**src/rtl/ocram_burst_adapter_if.sv**
```systemverilog
// Bus bundle between an Avalon-MM bursting master and the on-chip RAM it reaches
// through ocram_burst_adapter: master-facing s_* signals and RAM-facing m_* pins.
interface ocram_burst_adapter_if #(
   parameter int ADDR_WIDTH  = 10,
   parameter int DATA_WIDTH  = 32,
   parameter int BURST_WIDTH = 4
);
   logic [ADDR_WIDTH-1:0]   s_address;
   logic [BURST_WIDTH-1:0]  s_burstcount;
   logic                    s_read;
   logic                    s_write;
   logic [DATA_WIDTH-1:0]   s_writedata;
   logic [DATA_WIDTH/8-1:0] s_byteenable;
   logic                    s_waitrequest;
   logic [DATA_WIDTH-1:0]   s_readdata;
   logic                    s_readdatavalid;
   logic [ADDR_WIDTH-1:0]   m_address;
   logic [DATA_WIDTH/8-1:0] m_byteenable;
   logic                    m_chipselect;
   logic                    m_write;
   logic [DATA_WIDTH-1:0]   m_writedata;
   logic                    m_clken;
   logic [DATA_WIDTH-1:0]   m_readdata;

   modport slave (
      input  s_address, s_burstcount, s_read, s_write, s_writedata, s_byteenable, m_readdata,
      output s_waitrequest, s_readdata, s_readdatavalid,
             m_address, m_byteenable, m_chipselect, m_write, m_writedata, m_clken
   );

   modport master (
      output s_address, s_burstcount, s_read, s_write, s_writedata, s_byteenable, m_readdata,
      input  s_waitrequest, s_readdata, s_readdatavalid,
             m_address, m_byteenable, m_chipselect, m_write, m_writedata, m_clken
   );
endinterface

```
**src/rtl/ocram_burst_adapter.sv**
```systemverilog
// Avalon-MM bursting slave in front of a single-port RAM with a registered address
// port: one RAM access per cycle, readdatavalid rebuilt from the issued reads.
module ocram_burst_adapter #(
   parameter int ADDR_WIDTH  = 10,
   parameter int DATA_WIDTH  = 32,
   parameter int BURST_WIDTH = 4
) (
   input logic                 clk,
   input logic                 reset,
   ocram_burst_adapter_if.slave io_bus
);
   typedef enum logic [1:0] {
      IDLE     = 2'd0,
      RD_BURST = 2'd1,
      WR_BURST = 2'd2
   } state_t;

   localparam logic [BURST_WIDTH-1:0]  ONE_BEAT  = {{(BURST_WIDTH-1){1'b0}}, 1'b1};
   localparam logic [BURST_WIDTH-1:0]  ZERO_BEAT = {BURST_WIDTH{1'b0}};
   localparam logic [ADDR_WIDTH-1:0]   ONE_ADDR  = {{(ADDR_WIDTH-1){1'b0}}, 1'b1};
   localparam logic [ADDR_WIDTH-1:0]   ZERO_ADDR = {ADDR_WIDTH{1'b0}};
   localparam logic [DATA_WIDTH-1:0]   ZERO_DATA = {DATA_WIDTH{1'b0}};
   localparam logic [DATA_WIDTH/8-1:0] ALL_BE    = {(DATA_WIDTH/8){1'b1}};
   localparam logic [DATA_WIDTH/8-1:0] ZERO_BE   = {(DATA_WIDTH/8){1'b0}};

   state_t                  r_state;
   logic [ADDR_WIDTH-1:0]   r_ptr;
   logic [BURST_WIDTH-1:0]  r_remaining;
   logic [ADDR_WIDTH-1:0]   r_m_address;
   logic [DATA_WIDTH-1:0]   r_m_writedata;
   logic [DATA_WIDTH/8-1:0] r_m_byteenable;
   logic                    r_m_chipselect;
   logic                    r_m_write;
   logic                    r_rdvalid;
   logic [BURST_WIDTH-1:0]  w_first_count;

   // A zero burstcount is a single-beat burst.
   always_comb begin
      w_first_count = io_bus.s_burstcount;
      if (io_bus.s_burstcount == ZERO_BEAT) begin
         w_first_count = ONE_BEAT;
      end else begin
         w_first_count = io_bus.s_burstcount;
      end
   end

   // Burst sequencer: the first beat of every command is issued on its accept edge.
   always_ff @(posedge clk or posedge reset) begin
      if (reset) begin
         r_state        <= IDLE;
         r_ptr          <= ZERO_ADDR;
         r_remaining    <= ZERO_BEAT;
         r_m_address    <= ZERO_ADDR;
         r_m_writedata  <= ZERO_DATA;
         r_m_byteenable <= ZERO_BE;
         r_m_chipselect <= 1'b0;
         r_m_write      <= 1'b0;
         r_rdvalid      <= 1'b0;
      end else begin
         r_m_chipselect <= 1'b0;
         r_m_write      <= 1'b0;
         r_rdvalid      <= r_m_chipselect & ~r_m_write;
         case (r_state)
            IDLE: begin
               if (io_bus.s_write) begin
                  r_m_address    <= io_bus.s_address;
                  r_m_writedata  <= io_bus.s_writedata;
                  r_m_byteenable <= io_bus.s_byteenable;
                  r_m_chipselect <= 1'b1;
                  r_m_write      <= 1'b1;
                  r_ptr          <= io_bus.s_address + ONE_ADDR;
                  r_remaining    <= w_first_count - ONE_BEAT;
                  r_state        <= (w_first_count == ONE_BEAT) ? IDLE : WR_BURST;
               end else if (io_bus.s_read) begin
                  r_m_address    <= io_bus.s_address;
                  r_m_byteenable <= ALL_BE;
                  r_m_chipselect <= 1'b1;
                  r_ptr          <= io_bus.s_address + ONE_ADDR;
                  r_remaining    <= w_first_count - ONE_BEAT;
                  r_state        <= RD_BURST;
               end else begin
                  r_state <= IDLE;
               end
            end
            RD_BURST: begin
               // Stay one extra cycle after the last issue so waitrequest spans the burst.
               if (r_remaining != ZERO_BEAT) begin
                  r_m_address    <= r_ptr;
                  r_m_byteenable <= ALL_BE;
                  r_m_chipselect <= 1'b1;
                  r_ptr          <= r_ptr + ONE_ADDR;
                  r_remaining    <= r_remaining - ONE_BEAT;
               end else begin
                  r_state <= IDLE;
               end
            end
            WR_BURST: begin
               if (io_bus.s_write) begin
                  r_m_address    <= r_ptr;
                  r_m_writedata  <= io_bus.s_writedata;
                  r_m_byteenable <= io_bus.s_byteenable;
                  r_m_chipselect <= 1'b1;
                  r_m_write      <= 1'b1;
                  r_ptr          <= r_ptr + ONE_ADDR;
                  r_remaining    <= r_remaining - ONE_BEAT;
                  r_state        <= (r_remaining == ONE_BEAT) ? IDLE : WR_BURST;
               end else begin
                  r_state <= WR_BURST;
               end
            end
            default: begin
               r_state <= IDLE;
            end
         endcase
      end
   end

   assign io_bus.s_waitrequest   = reset | (r_state == RD_BURST);
   assign io_bus.s_readdata      = io_bus.m_readdata;
   assign io_bus.s_readdatavalid = r_rdvalid;
   assign io_bus.m_address       = r_m_address;
   assign io_bus.m_byteenable    = r_m_byteenable;
   assign io_bus.m_chipselect    = r_m_chipselect;
   assign io_bus.m_write         = r_m_write;
   assign io_bus.m_writedata     = r_m_writedata;
   assign io_bus.m_clken         = 1'b1;
endmodule

```
**src/flat_wrapper.sv**
```systemverilog
// flat-port wrapper written by rule: the top's interface ports become plain ports
module ocram_burst_adapter_flat 
#(
   parameter int ADDR_WIDTH  = 10,
   parameter int DATA_WIDTH  = 32,
   parameter int BURST_WIDTH = 4
)
  (clk, reset, io_bus_s_address, io_bus_s_burstcount, io_bus_s_read, io_bus_s_write, io_bus_s_writedata, io_bus_s_byteenable, io_bus_m_readdata, io_bus_s_waitrequest, io_bus_s_readdata, io_bus_s_readdatavalid, io_bus_m_address, io_bus_m_byteenable, io_bus_m_chipselect, io_bus_m_write, io_bus_m_writedata, io_bus_m_clken);
  ocram_burst_adapter_if #(.ADDR_WIDTH(ADDR_WIDTH), .DATA_WIDTH(DATA_WIDTH), .BURST_WIDTH(BURST_WIDTH)) io_bus_i ();
  input logic clk;
  input logic reset;
  input wire logic [$bits(io_bus_i.s_address)-1:0] io_bus_s_address;
  input wire logic [$bits(io_bus_i.s_burstcount)-1:0] io_bus_s_burstcount;
  input wire logic [$bits(io_bus_i.s_read)-1:0] io_bus_s_read;
  input wire logic [$bits(io_bus_i.s_write)-1:0] io_bus_s_write;
  input wire logic [$bits(io_bus_i.s_writedata)-1:0] io_bus_s_writedata;
  input wire logic [$bits(io_bus_i.s_byteenable)-1:0] io_bus_s_byteenable;
  input wire logic [$bits(io_bus_i.m_readdata)-1:0] io_bus_m_readdata;
  output wire logic [$bits(io_bus_i.s_waitrequest)-1:0] io_bus_s_waitrequest;
  output wire logic [$bits(io_bus_i.s_readdata)-1:0] io_bus_s_readdata;
  output wire logic [$bits(io_bus_i.s_readdatavalid)-1:0] io_bus_s_readdatavalid;
  output wire logic [$bits(io_bus_i.m_address)-1:0] io_bus_m_address;
  output wire logic [$bits(io_bus_i.m_byteenable)-1:0] io_bus_m_byteenable;
  output wire logic [$bits(io_bus_i.m_chipselect)-1:0] io_bus_m_chipselect;
  output wire logic [$bits(io_bus_i.m_write)-1:0] io_bus_m_write;
  output wire logic [$bits(io_bus_i.m_writedata)-1:0] io_bus_m_writedata;
  output wire logic [$bits(io_bus_i.m_clken)-1:0] io_bus_m_clken;
  assign io_bus_i.s_address = io_bus_s_address;
  assign io_bus_i.s_burstcount = io_bus_s_burstcount;
  assign io_bus_i.s_read = io_bus_s_read;
  assign io_bus_i.s_write = io_bus_s_write;
  assign io_bus_i.s_writedata = io_bus_s_writedata;
  assign io_bus_i.s_byteenable = io_bus_s_byteenable;
  assign io_bus_i.m_readdata = io_bus_m_readdata;
  assign io_bus_s_waitrequest = io_bus_i.s_waitrequest;
  assign io_bus_s_readdata = io_bus_i.s_readdata;
  assign io_bus_s_readdatavalid = io_bus_i.s_readdatavalid;
  assign io_bus_m_address = io_bus_i.m_address;
  assign io_bus_m_byteenable = io_bus_i.m_byteenable;
  assign io_bus_m_chipselect = io_bus_i.m_chipselect;
  assign io_bus_m_write = io_bus_i.m_write;
  assign io_bus_m_writedata = io_bus_i.m_writedata;
  assign io_bus_m_clken = io_bus_i.m_clken;
  ocram_burst_adapter #(.ADDR_WIDTH(ADDR_WIDTH), .DATA_WIDTH(DATA_WIDTH), .BURST_WIDTH(BURST_WIDTH)) u_core (.clk(clk), .reset(reset), .io_bus(io_bus_i));
endmodule
```
**config.mk**
```make
export PLATFORM = sky130hd
export DESIGN_NAME = ocram_burst_adapter_flat
export DESIGN_NICKNAME = d
export VERILOG_FILES = /design/src/rtl/ocram_burst_adapter_if.sv /design/src/rtl/ocram_burst_adapter.sv /design/src/flat_wrapper.sv
export SDC_FILE = /design/constraint.sdc
export NUM_CORES = 1
export LEC_CHECK = 0
export BUFFER_PORTS_ARGS = -buffer_cell sky130_fd_sc_hd__buf_2
export CORE_MARGIN = 1.5
export CORE_UTILIZATION = 47
export CTS_BUF_LIST = sky130_fd_sc_hd__clkbuf_2
export CTS_CLUSTER_DIAMETER = 100
export CTS_CLUSTER_SIZE = 12
export DETAILED_ROUTE_END_ITERATION = 6
export PLACE_DENSITY = 0.83
export RECOVER_POWER = 25
export SKIP_CTS_REPAIR_TIMING = 1
export SYNTH_ARGS = -nofsm -noshare
export SYNTH_HDL_FRONTEND = slang
export SYNTH_SLANG_ARGS = --single-unit
```
**constraint.sdc**
```tcl
create_clock -name clk -period 3.1 [get_ports clk]
set_input_delay 0.465 -clock clk [delete_from_list [all_inputs] [get_ports clk]]
set_output_delay 0.465 -clock clk [all_outputs]
set_load 0.02 [all_outputs]
```
==> run metrics <==
multiplexer share of the synthesized area 0.1434; Power Dens Cells 1097 nW/µm²; Peak VDD IR 458.0 µV; Switch Pwr 1889 µW; Total GRT Usage 0.1912; yosys warns 0; via density per instance 5.222; Worst Setup SP u_core.r_state[0]; Switching Share 0.4456; worst path buffer plus inverter count 2; vias in the first global route 2450; max cap viols 0; Finish-stage setup viols 0; Synth Area per Inst 10.69 µm²; Critical Path RT 3.47 ns; synthesized area 3377 µm²; cells along the critical path inv_1 -> ha_1 -> buf_4 -> nand3b_1 -> a22oi_1 -> nand3b_1 -> xnor2_1 -> a221o_1; CP Launch Type flip-flop; RR Endpoint u_core.r_ptr[9]; clock network power share 0.113; 1st-iter DRT viols 82; internal cell power 2350 µW; Via Count 2569; Die X 87.77 µm; Net Count, Synth 411; final WL 7066 µm; flop2flop setup slack 0.59 ns; Worst Path Arrival 2.89 ns; clk_lat worst skew 0.47 ns; Worst slew margin 0.1917; crit-path max cell delay 0.43 ns; cell mode on critical path nand3b_1; clk buf depth 2; clock-pin slew on the worst setup and hold paths 0.18 ns; DP Wirelength 5303 µm; Synth Flop Type dfrtp_1; CTS HTree Levels 3; die height 87.77 µm; Synth Area in Compound Gates 0.1004; worst-margin pin slew 1.211 ns; max-slew violation count 0; simple-gate share of the synthesized area 0.1167; skew final 0.02037 ns; clk sinks 65; wire per inst 14.36 µm; Crit-path slowest cell ha_1; sequential share of the synthesized area 0.4817; sequential share of power 0.359; unrepaired setup endpoints after global routing no; Crit path max-delay family compound AO/OA/AOI/OAI gates; R2R Path Start u_core.r_state[0]; Final Hold Vio Count 0; Initial Utilization 0.4916; number of antenna diodes 0; reg2reg path depth 8; Port-buffer cells 103; Hold EP u_core.io_bus.m_writedata[3]; Post-Synth Adder-Cell Area 0.03335; Synth-to-Final Area Change 14.41%; final-stage net count 486; ys async rst share 1.000; EDFF count, synth 0; crit end category flip-flop; largest family of logic cells by synthesized area multiplexers; num ports 169; Distinct cells, synth 40; hold path depth 2; grt ovf 0; combinational share of power 0.528; TNS Setup 0 ns; Syn Inst Count 316; largest net degree at the start of global routing 40; Tmin final 2.511 ns; DR DRC count 0; TritonCTS clock tree yes; GP Congestion 0.9086; drt first pass iters 4; CP max FO 18; Root Driver clkbuf_2; core area 6869 µm²; Fmax 398.3 MHz; Post-DRT Antenna Nets 0; Post-Synth XOR/XNOR Area 0.02075; first-pass GRT wire length 11250 µm; fin crit share 0.8099; min-delay worst type in -> reg; flops & latches, synth 65; kind of critical path reg -> reg; status completed; initial antenna violation count 0; Leakage Power 0.001859 µW; layout cells sized above 1 0.4116; row count 30; Stages on worst setup path 8; hold_sp io_bus_s_writedata[3]; hold slack 0.2050 ns; CTS Buf Count 9; die area 7703 µm²
==> worst reg2reg max path: cells and delay by family, from the launching register on <==
kind / cells / cell delay, ns
buf+inv: 2 / 0.34
compound gates: 2 / 0.67
fa+ha+maj: 1 / 0.43
xor+xnor: 1 / 0.17
flops: 1 / 0.41
simple gates: 2 / 0.41
==> worst max path at each step <==
stage	to	slack, ns
floorplan	u_core.r_ptr[4]	0.81
global placement	u_core.r_ptr[9]	0.73
detailed placement	u_core.r_ptr[9]	0.62
CTS	u_core.r_ptr[9]	0.61
global route	u_core.r_ptr[6]	0.37
finish	u_core.r_ptr[9]	0.59
==> cell usage in the layout (no fill, tap or decap), types with 3 or more instances in the layout <==
cell	Yosys	layout
buf_2	7	102
dfrtp_1	65	65
mux2_2	35	35
nand2_1	28	28
o21ai_0	23	23
nor2_1	15	15
inv_1	11	11
clkbuf_2	0	10
mux2i_1	9	9
ha_1	9	9
nor3_1	8	8
a21oi_1	8	8
nand4_1	6	6
nand3_1	6	6
nand3b_1	6	6
xor2_1	4	4
a211oi_1	4	4
xnor2_1	4	4
buf_4	34	4
a31oi_1	3	3
clkbuf_1	4	3
==> per-layer routing <==
layer | routed length (µm) | global-route usage | part of all wire | up-vias
met2 | 3286 | 0.3123 | 0.47 | 142
met3 | 692 | 0.06786 | 0.098 | 10
met1 | 3021 | 0.2366 | 0.43 | 1189
met4 | 65 | 0.06205 | 0.0092 | 0
li1 | - | - | - | 1228
met5 | 0 | 0 | 0 | -
==> synth_stat cells, types with 3 or more instances <==
master     n  share of area
mux2_2    35           0.12
nand4_1    6          0.011
xor2_1     4          0.010
nand3_1    6         0.0089
a31oi_1    3         0.0056
nand2_1   28          0.031
o21ai_0   23          0.034
nand3b_1   6          0.013
a211oi_1   4         0.0089
xnor2_1    4          0.010
buf_4     34          0.076
inv_1     11          0.012
nor2_1    15          0.017
a21oi_1    8          0.012
dfrtp_1   65           0.48
nor3_1     8          0.012
clkbuf_1   4         0.0044
ha_1       9          0.033
mux2i_1    9          0.027
buf_2      7          0.010
==> cells by family (layout without fill, tap and decap cells) <==
| logic type | count (synthesis) | after routing |
|---|---|---|
| buf+inv | 56 | 136 |
| simple gates | 80 | 80 |
| xor+xnor | 8 | 8 |
| other cells | 1 | 1 |
| mux | 44 | 44 |
| compound gates | 53 | 53 |
| fa+ha+maj | 9 | 9 |
| flops | 65 | 65 |
==> state kept, by name (all words and copies together), names as in the netlist <==
name                           flops
u_core.io_bus.m_address           10
u_core.io_bus.m_byteenable         4
u_core.io_bus.m_chipselect         1
u_core.io_bus.m_write              1
u_core.io_bus.m_writedata         32
u_core.io_bus.s_readdatavalid      1
u_core.r_ptr                      10
u_core.r_remaining                 4
u_core.r_state                     2
==> power groups by stage <==
stage                     Sequential [µW]  Combinational [µW]  Clock, µW
after detailed placement             1540                2250          0
after floorplan                      1910                1270          0
after global routing                 1580                2460        539
final                                1520                2240        479
after global placement               1520                2180          0
after CTS                            1520                2250        503
==> area by class of cell <==
cell class | instances | area (µm²)
Multi-Input combinational cell | 195 | 1415
Sequential cell | 65 | 1627
Tap cell | 96 | 120.1
Inverter | 11 | 41.29
Clock inverter | 6 | 58.81
Clock buffer | 10 | 50.05
Timing Repair Buffer | 109 | 551.8
Fill cell | 602 | 3005
==> per-stage QoR <==
step	total power, µW	util	worst slack (ns)	cell area, µm²	std cells
after detailed placement	3793	0.5479	0.6155	3764	476
final	4239	0.5625	0.5893	3864	492
after CTS	4276	0.5638	0.6067	3872	492
after floorplan	3180	-	0.8069	3377	316
after global placement	3705	0.5479	0.7347	3764	476
after global routing	4584	0.5625	0.3664	3864	492
Note: power is estimated with default switching activity, not from simulation.
